$ cat src/rtl/sparse_row_streamer_pkg.sv
// Shared defaults and FSM state encoding for the sparse activation row streamer.
package sparse_row_streamer_pkg;

  localparam int DEF_DATA_WIDTH = 8;
  localparam int DEF_ROW_W      = 16;
  localparam int DEF_NUM_ROWS   = 16;
  localparam int DEF_ACT_DEPTH  = 256;
  localparam int DEF_REP_W      = 3;

  // Encoding is visible on the debug state port, so values are pinned.
  typedef enum logic [2:0] {
    ST_IDLE   = 3'd0,
    ST_HDR    = 3'd1,
    ST_STREAM = 3'd2,
    ST_WAIT   = 3'd3,
    ST_DONE   = 3'd4
  } state_t;

endpackage

$ cat src/rtl/sparse_row_streamer_lsb_prienc.sv
// Lowest-set-bit priority encoder with popcount for a row flag mask.
module sparse_row_streamer_lsb_prienc #(
  parameter int W = 16,
  localparam int IW = $clog2(W)
) (
  input  logic [W-1:0] vec,
  output logic [IW-1:0] idx,
  output logic          any,
  output logic [IW:0]   cnt
);

  // Scan from the top down so the last hit is the lowest set bit; count ones.
  always_comb begin
    // NOTE: every output gets a default first so no path leaves it unassigned (no latch).
    idx = '0;
    any = 1'b0;
    cnt = '0;
    for (int i = W - 1; i >= 0; i--) begin
      if (vec[i]) begin
        idx = IW'(i);
        any = 1'b1;
      end
    end
    for (int i = 0; i < W; i++) begin
      cnt = cnt + (IW + 1)'(vec[i]);
    end
  end

endmodule

$ cat src/rtl/sparse_row_streamer.sv
// Buffers row flag bitmaps and zero-compressed activations, then streams each
// row's nonzero values with their column index over valid/ready, with optional
// per-row replay and explicit zero-row signalling.
module sparse_row_streamer
  import sparse_row_streamer_pkg::*;
#(
  parameter int DATA_WIDTH = DEF_DATA_WIDTH,
  parameter int ROW_W      = DEF_ROW_W,
  parameter int NUM_ROWS   = DEF_NUM_ROWS,
  parameter int ACT_DEPTH  = DEF_ACT_DEPTH,
  parameter int REP_W      = DEF_REP_W,
  localparam int COL_W     = $clog2(ROW_W),
  localparam int ROWI_W    = $clog2(NUM_ROWS),
  localparam int ACT_AW    = $clog2(ACT_DEPTH)
) (
  input  logic                  clk,
  input  logic                  reset,
  input  logic                  wr_req_flag,
  input  logic [ROW_W-1:0]      wr_data_flag,
  input  logic                  wr_req_act,
  input  logic [DATA_WIDTH-1:0] wr_data_act,
  input  logic                  mode,
  input  logic [REP_W-1:0]      cfg_replay,
  input  logic                  start,
  input  logic                  out_ready,
  input  logic                  row_cal_done,
  output logic                  out_valid,
  output logic [DATA_WIDTH-1:0] out_data,
  output logic [COL_W-1:0]      out_col,
  output logic [ROWI_W-1:0]     row_index,
  output logic [COL_W:0]        row_val_num,
  output logic [REP_W-1:0]      pass_index,
  output logic                  zero_flag,
  output logic                  busy,
  output logic                  done,
  output logic                  wr_err,
  output logic [2:0]            state
);

  logic [ROW_W-1:0]      flag_mem [NUM_ROWS];
  logic [DATA_WIDTH-1:0] act_mem  [ACT_DEPTH];

  state_t                state_q;
  logic [ROWI_W:0]       flag_wr_ptr;
  logic [ACT_AW:0]       act_wr_ptr;
  logic [ACT_AW-1:0]     rd_ptr, row_base, rd_next, act_rd_addr;
  logic [ROW_W-1:0]      mask, pe_vec, flag_rd;
  logic [DATA_WIDTH-1:0] act_rd;
  logic [COL_W-1:0]      pe_idx;
  logic                  pe_any;
  logic [COL_W:0]        pe_cnt;
  logic                  mode_l;
  logic [REP_W-1:0]      rep_l, eff_rep;
  logic                  flag_full, act_full, flag_we, act_we, wr_drop;
  logic                  more_passes, last_row;

  assign flag_full = (flag_wr_ptr == (ROWI_W + 1)'(NUM_ROWS));
  assign act_full  = (act_wr_ptr == (ACT_AW + 1)'(ACT_DEPTH));
  assign flag_we   = wr_req_flag && (state_q == ST_IDLE) && !flag_full;
  assign act_we    = wr_req_act && (state_q == ST_IDLE) && !act_full;
  assign wr_drop   = (wr_req_flag && !flag_we) || (wr_req_act && !act_we);

  // In STREAM the registered outputs are refilled from the next activation, so
  // the single read port looks one word ahead; in HDR it reads the row's first word.
  assign rd_next     = (rd_ptr == ACT_AW'(ACT_DEPTH - 1)) ? '0 : rd_ptr + ACT_AW'(1);
  assign act_rd_addr = (state_q == ST_STREAM) ? rd_next : rd_ptr;
  assign act_rd      = act_mem[act_rd_addr];
  assign flag_rd     = flag_mem[row_index];

  // The encoder sees the fresh row bitmap in HDR and the remaining mask afterwards.
  assign pe_vec = (state_q == ST_HDR) ? flag_rd : mask;

  assign eff_rep     = (rep_l == '0) ? REP_W'(1) : rep_l;
  assign more_passes = mode_l && (pass_index < eff_rep - REP_W'(1));
  assign last_row    = ({1'b0, row_index} + (ROWI_W + 1)'(1)) == flag_wr_ptr;
  assign state       = state_q;

  sparse_row_streamer_lsb_prienc #(.W(ROW_W)) u_prienc (
    .vec (pe_vec),
    .idx (pe_idx),
    .any (pe_any),
    .cnt (pe_cnt)
  );

  // Buffer writes into the flag and activation arrays.
  always_ff @(posedge clk) begin
    // NOTE: storage arrays have no reset; contents are only read after being written.
    if (flag_we) flag_mem[flag_wr_ptr[ROWI_W-1:0]] <= wr_data_flag;
    if (act_we)  act_mem[act_wr_ptr[ACT_AW-1:0]]   <= wr_data_act;
  end

  // Control FSM with all outputs registered; also owns the write pointers.
  always_ff @(posedge clk or negedge reset) begin
    if (!reset) begin
      // NOTE: state is updated with non-blocking assignments so every branch sees pre-edge values.
      state_q     <= ST_IDLE;
      flag_wr_ptr <= '0;
      act_wr_ptr  <= '0;
      rd_ptr      <= '0;
      row_base    <= '0;
      mask        <= '0;
      mode_l      <= 1'b0;
      rep_l       <= '0;
      out_valid   <= 1'b0;
      out_data    <= '0;
      out_col     <= '0;
      row_index   <= '0;
      row_val_num <= '0;
      pass_index  <= '0;
      zero_flag   <= 1'b0;
      busy        <= 1'b0;
      done        <= 1'b0;
      wr_err      <= 1'b0;
    end else begin
      zero_flag <= 1'b0;
      done      <= 1'b0;
      if (flag_we) flag_wr_ptr <= flag_wr_ptr + (ROWI_W + 1)'(1);
      if (act_we)  act_wr_ptr  <= act_wr_ptr + (ACT_AW + 1)'(1);
      if (start && (state_q == ST_IDLE)) wr_err <= 1'b0;
      if (wr_drop) wr_err <= 1'b1;

      case (state_q)
        ST_IDLE: begin
          if (start) begin
            if (flag_wr_ptr != '0) begin
              mode_l  <= mode;
              rep_l   <= cfg_replay;
              busy    <= 1'b1;
              state_q <= ST_HDR;
            end else begin
              done    <= 1'b1;
              state_q <= ST_DONE;
            end
          end
        end
        ST_HDR: begin
          row_val_num <= pe_cnt;
          if (!pe_any) begin
            mask      <= '0;
            zero_flag <= 1'b1;
            state_q   <= ST_WAIT;
          end else begin
            out_valid <= 1'b1;
            out_col   <= pe_idx;
            out_data  <= act_rd;
            mask      <= pe_vec & (pe_vec - ROW_W'(1));
            state_q   <= ST_STREAM;
          end
        end
        ST_STREAM: begin
          // mask holds the columns still to send after the beat currently presented.
          if (out_ready) begin
            rd_ptr <= rd_next;
            if (pe_any) begin
              out_col  <= pe_idx;
              out_data <= act_rd;
              mask     <= mask & (mask - ROW_W'(1));
            end else begin
              out_valid <= 1'b0;
              state_q   <= ST_WAIT;
            end
          end
        end
        ST_WAIT: begin
          if (row_cal_done) begin
            if (more_passes) begin
              pass_index <= pass_index + REP_W'(1);
              rd_ptr     <= row_base;
              state_q    <= ST_HDR;
            end else begin
              pass_index <= '0;
              row_base   <= rd_ptr;
              if (last_row) begin
                busy    <= 1'b0;
                done    <= 1'b1;
                state_q <= ST_DONE;
              end else begin
                row_index <= row_index + ROWI_W'(1);
                state_q   <= ST_HDR;
              end
            end
          end
        end
        ST_DONE: begin
          flag_wr_ptr <= '0;
          act_wr_ptr  <= '0;
          rd_ptr      <= '0;
          row_base    <= '0;
          row_index   <= '0;
          row_val_num <= '0;
          pass_index  <= '0;
          state_q     <= ST_IDLE;
        end
        default: state_q <= ST_IDLE;
      endcase
    end
  end

endmodule

$ cat config.mk
export PLATFORM = sky130hd
export DESIGN_NAME = sparse_row_streamer
export DESIGN_NICKNAME = d
export VERILOG_FILES = /design/src/rtl/sparse_row_streamer_pkg.sv /design/src/rtl/sparse_row_streamer_lsb_prienc.sv /design/src/rtl/sparse_row_streamer.sv
export SDC_FILE = /design/constraint.sdc
export NUM_CORES = 2
export LEC_CHECK = 0
export CAP_MARGIN = 15
export CORE_AREA = 2 2 452 454
export DETAILED_ROUTE_END_ITERATION = 10
export DIE_AREA = 0 0 454 456
export PLACE_DENSITY = 0.61
export SYNTH_ARGS = -nofsm -noshare
export SYNTH_HDL_FRONTEND = slang
export SYNTH_SLANG_ARGS = --single-unit
$ cat constraint.sdc
create_clock -name clk -period 6.2 [get_ports clk]
set_input_delay 1.24 -clock clk [delete_from_list [all_inputs] [get_ports clk]]
set_output_delay 1.24 -clock clk [all_outputs]
set_load 0.01 [all_outputs]
## Word-level counts from Yosys, hierarchy flattened

Memory sizes are Yosys's and may differ from the RTL's.
Index checks and enable logic that the tools add are counted.

| word-level totals | value |
|---|---|
| register bits | 82 |
| RAM bits | 2304 |
| input port bits | 35 |
| output and inout port bits | 32 |
| logic and storage cells | 194 |
| memories | 2 |

| cells by class | value |
|---|---|
| add/subtract/negate cells | 24 |
| order comparisons | 1 |
| equal/unequal tests | 18 |
| muxes and demuxes | 96 |
| bitwise logic cells | 2 |
| reduce and logical (&&, ||, !) cells | 33 |

Memories:

| name | words | bits a word | rd ports | clocked after Yosys merged registers in | wr ports | line | RTL |
|---|---|---|---|---|---|---|---|
| act_mem | 256 | 8 | 1 | 0 | 1 | sparse_row_streamer.sv:41 | `logic [DATA_WIDTH-1:0] act_mem [ACT_DEPTH];` |
| flag_mem | 16 | 16 | 1 | 0 | 1 | sparse_row_streamer.sv:40 | `logic [ROW_W-1:0] flag_mem [NUM_ROWS];` |

Operators by type and width:

| cell | number |
|---|---|
| $mux W4 | 21 |
| $add A5 B1 Y5 | 14 |
| $mux W16 | 4 |
| $mux W8 | 7 |
| $mux W1 | 38 |
| $and A16 B16 Y16 | 2 |
| $pmux W16 S2 | 1 |
| $pmux W8 S2 | 2 |
| $sub A16 B1 Y16 const B | 2 |
| $mux W3 | 10 |
| $pmux W8 S3 | 1 |
| $mux W9 | 2 |
| $ne A2 B2 Y1 const B | 9 |
| $pmux W4 S2 | 2 |
| $reduce_bool A2 Y1 | 7 |
| $pmux W3 S4 | 1 |
| $reduce_and A4 Y1 | 3 |
| $mux W5 | 2 |
| $pmux W5 S2 | 1 |
| $add A9 B1 Y9 const B | 1 |
| $eq A9 B9 Y1 const B | 1 |
| $reduce_and A3 Y1 | 3 |
| $add A8 B1 Y8 const B | 1 |
| $eq A8 B8 Y1 const B | 1 |
| 23 further kinds | 38 |

## Depth between registers and ports, before layout

| depth | value |
|---|---|
| depth in word-level cells | 21 |
| gate-level depth with buffers | 24 |
| mapped depth without buffers | 20 |

## Cells and area by module

From an unflattened synthesis, not the netlist that was laid out.

| second synthesis, totals | value |
|---|---|
| cell total of the unflattened synthesis | 6836 |
| area total of the unflattened synthesis | 96293.6 um2 |

Modules (own cells, without submodules):

| module | times used | cells each | area an instance (um2) | sequential area each (um2) |
|---|---|---|---|---|
| sparse_row_streamer | 1 | 6771 | 95776.9 | 71213.3 |
| sparse_row_streamer_lsb_prienc | 1 | 65 | 516.7 | 0.0 |

## Least setup slack after synthesis

No wires, ideal clock.

| timing path | value |
|---|---|
| path type | register -> register |
| from | register row_index[0] |
| to | register row_val_num[1] |
| setup time | 121 ps |
| arrival | 5562 ps |
| required time | 6079 ps |
| slack | 517 ps |
| stages on the path, launching flop included | 20 |
| path buffers | 4 |
| period minus slack after synthesis | 5683 ps |
| cells stage by stage | dfrtp_1 > buf_6 > buf_6 > buf_4 > buf_2 > mux4_2 > and2_1 > a211oi_1 > a211oi_1 > inv_1 > ha_1 > inv_1 > fa_1 > fa_1 > fa_1 > fa_1 > fa_1 > inv_1 > fa_1 > a22o_1 |

| between the ends | value |
|---|---|
| word-level cells in the longest chain between the ends | 18 |

RTL lines:

| item | line | RTL |
|---|---|---|
| from (decl) | sparse_row_streamer.sv:30 | `output logic [ROWI_W-1:0] row_index,` |
| from (signal assigned) | sparse_row_streamer.sv:178 | `row_index <= row_index + ROWI_W'(1);` |
| $mem_v2 Z16 W16 * | -- |  |
| $mux W16 * | sparse_row_streamer.sv:71 | `assign pe_vec = (state_q == ST_HDR) ? flag_rd : mask;` |
| $add A1 B1 Y2 | sparse_row_streamer_lsb_prienc.sv:25 | `cnt = cnt + (IW + 1)'(vec[i]);` |
| $add A5 B1 Y5 (13 in a row) | sparse_row_streamer_lsb_prienc.sv:25 |  |
| $add A5 B1 Y5 * | sparse_row_streamer_lsb_prienc.sv:25 |  |
| $pmux W5 S2 * | sparse_row_streamer.sv:122 | `case (state_q)` |
| to (signal assigned) | sparse_row_streamer.sv:137 | `row_val_num <= pe_cnt;` |
| to (decl) | sparse_row_streamer.sv:31 | `output logic [COL_W:0] row_val_num,` |

Mark *: on every way between the ends. The rest lies on a longest branch, timed or not.
A chain may end at the register's enable or synchronous reset.

## Worst setup path in the final report

| timing path | value |
|---|---|
| from | register row_index[0] |
| to | register row_val_num[4] |

The elaborated chain is that of the path after synthesis.

==> flow_summary.json <==
{
  "critPathArrivalTime_ns": 6.42,
  "period_needed_ns": 5.64,
  "io_buffers": 66,
  "ir_drop_v": 0.000559,
  "p_per_area_nw_per_um2": 528,
  "rows": 165,
  "cts.sinks": 2385,
  "grt_start_max_net_pins": 186,
  "final_common_cell": "edfxtp_1",
  "nets": 6112,
  "fin_crit_sh": 0.910,
  "io_pins": 67,
  "min_path_type": "input pin to asynchronous set/reset pin",
  "rsz0062_at_grt": "false",
  "drt-initial-drc-count": 7599,
  "clock_skew_ns": 0.0583,
  "die_h_um": 456,
  "yosys.area.top_type": "edfxtp_1",
  "ctsHoldBuffers": 0,
  "required_ns": 6.97,
  "syn_area_um2": 96400,
  "path_clk_slew_ns": 0.06,
  "viasPerCell": 6.33,
  "r2r_start": "row_index[0]",
  "tightest_slew_ns": 1.31,
  "wl_per_cell_um": 31.8,
  "drc": 0,
  "start_kind": "flip-flop",
  "coreArea_um2": 202000,
  "reg2regPathDepth": 18,
  "synth_area_leaders": "edfxtp_1, mux4_2, mux2i_1, nand2_1, dfrtp_1",
  "grtUsageTotal": 0.272,
  "grt_pass1_vias": 54200,
  "synth_ff_type": "edfxtp_1",
  "setup_viol_count_final": 0,
  "p_leak_nw": 35.5,
  "place_area_um2": 101000,
  "clkLatencyLatePin_ns": 0.91,
  "drt_wl_total_um": 283000,
  "fin_area_um2": 109000,
  "htree_levels": 4,
  "cts_resized": 0,
  "cts_root_buf": "clkbuf_16",
  "postSynth.asyncResetShare": 0.0340,
  "ys_ff_latch": 2385,
  "synth_cell_types": 106,
  "synthCells": 5846,
  "seq_area_frac_synth": 0.739,
  "outcome": "complete, no violations",
  "cp_max_fo": 26,
  "critPathCaptureType": "flip-flop",
  "crit_type": "flip-flop to flip-flop",
  "r2r_end": "row_val_num[4]",
  "die-area_um2": 207000,
  "drive_gt1_frac": 0.165,
  "dieWidth_um": 454,
  "via_count": 56500,
  "hold_viol_final": 0,
  "final_cell_mix": "edfxtp_1, nand2_1, nor2_1, mux2i_1, mux4_2",
  "syn2layout_area_growth_pct": 12.8,
  "fmax_mhz": 177,
  "synth_area_per_cell_um2": 16.5,
  "finalSetupTns_ns": 0,
  "r2r_slack_ns": 0.56,
  "cts_made_buffers": 233,
  "first_pass_iters": 8,
  "maxCapViolations": 0,
  "maxSlewViolCount": 0,
  "yosys_warnings": 0,
  "cts_setup_buffers": 0,
  "cp-startpoint": "row_index[0]",
  "grt_pass1_wl_um": 403000,
  "start_util": 0.478,
  "grt_antenna_before_repair": 15,
  "netlist.area_leader.share": 0.718,
  "gp_congestion": 0.899,
  "final_antenna_net_count": 0,
  "cts_tree": "yes",
  "grt-ovfl-total": 0,
  "cts_max_path_buffers": 3,
  "hpwlAfterDp_um": 176000,
  "synth.net_count": 5913,
  "slew_headroom": 0.124,
  "synth_edf_count": 2304
}
==> Yosys cell counts, types with 21 or more instances <==
master and instances:
buf_1 26, buf_4 41, nand2b_1 28, nor4_1 57
buf_6 44, dfrtp_1 81, buf_2 66, edfxtp_1 2304
a21oi_1 274, o31ai_1 24, ha_1 22, a31oi_1 26
mux2_2 75, a221oi_1 38, mux4_2 275, mux2i_1 296
o22ai_1 81, nor3_1 106, o221ai_1 57, inv_1 37
nand4_1 21, nor2_1 372, nand2_1 654, o21ai_0 152
clkbuf_1 176, nand3_1 121, a211oi_1 28
==> where the power goes <==
part	switching, W	total (W)	internal (W)
clock	0.00621	0.0142	0.00795
combinational	0.0163	0.0249	0.00859
sequential	0.000322	0.0182	0.0179
total	0.0229	0.0573	0.0345
==> per-layer routing <==
metal,share of wire,global-route usage,up-vias
met3,0.10,0.0565,607
met4,0.045,0.111,12
met5,0.00029,0,-
li1,-,-,23500
met2,0.45,0.407,3084
met1,0.40,0.389,29300
==> flip-flops by register name (all words and copies together), names as in the netlist, 4 cells and up <==
register and cells:
act_mem 2048, flag_mem 256, mask 15, act_wr_ptr 9
out_data 8, rd_ptr 8, row_base 8, flag_wr_ptr 5
row_val_num 5, out_col 4, row_index 4
==> metrics by stage <==
step	power, W	hold slack, ns	worst slack (ns)	utilization	cells
6_report	0.0573	0.392	0.557	0.539	8923
5_1_grt	0.0591	0.421	0.163	0.539	8919
4_1_cts	0.0571	0.365	0.493	0.539	8916
3_5_place_dp	0.0431	0.485	0.511	0.501	8481
3_3_place_gp	0.0430	0.486	0.496	0.501	8480
2_1_floorplan	0.0335	0.466	0.517	-	5846
==> worst max path at each step <==
stage	endpoint	slack, ns	cells after the start
after detailed placement	row_val_num[4]	0.51	18
after floorplan	row_val_num[1]	0.52	19
after global placement	row_val_num[4]	0.50	18
after global routing	row_val_num[4]	0.16	18
final	row_val_num[4]	0.56	18
after CTS	row_val_num[4]	0.49	18
==> worst max-delay path, stage by stage (launching register included) <==
cell	delay (ns)
dfrtp_4	0.76
mux4_2	0.56
mux2i_1	0.28
nand2_1	0.08
o21ai_0	0.07
o21ai_0	0.19
inv_1	0.11
ha_1	0.23
inv_1	0.10
fa_1	0.42
fa_1	0.56
fa_1	0.45
fa_1	0.59
fa_1	0.17
inv_1	0.07
fa_1	0.46
a21oi_1	0.16
nor2_1	0.05
a22o_1	0.19
==> cell type report <==
type | instances | area (µm²)
Fill cell | 15900 | 93000
Sequential cell | 2385 | 71200
Multi-Input combinational cell | 3063 | 23300
Clock buffer | 318 | 6390
Tap cell | 2672 | 3340
Timing Repair Buffer | 322 | 3050
Clock inverter | 117 | 1220
Inverter | 40 | 150
Antenna cell | 6 | 15.0
==> logic make-up after synthesis <==
logic type | Yosys count | synth area share
AOI/OAI and AO/OA | 882 | 0.0601
xor gates and xnor gates | 22 | 0.00200
adders and majority gates | 32 | 0.00493
buffers and inverters | 398 | 0.0219
DFF | 2385 | 0.739
muxes | 647 | 0.104
and+or+nand+nor | 1480 | 0.0684
Power figures use the tool's default switching activity.
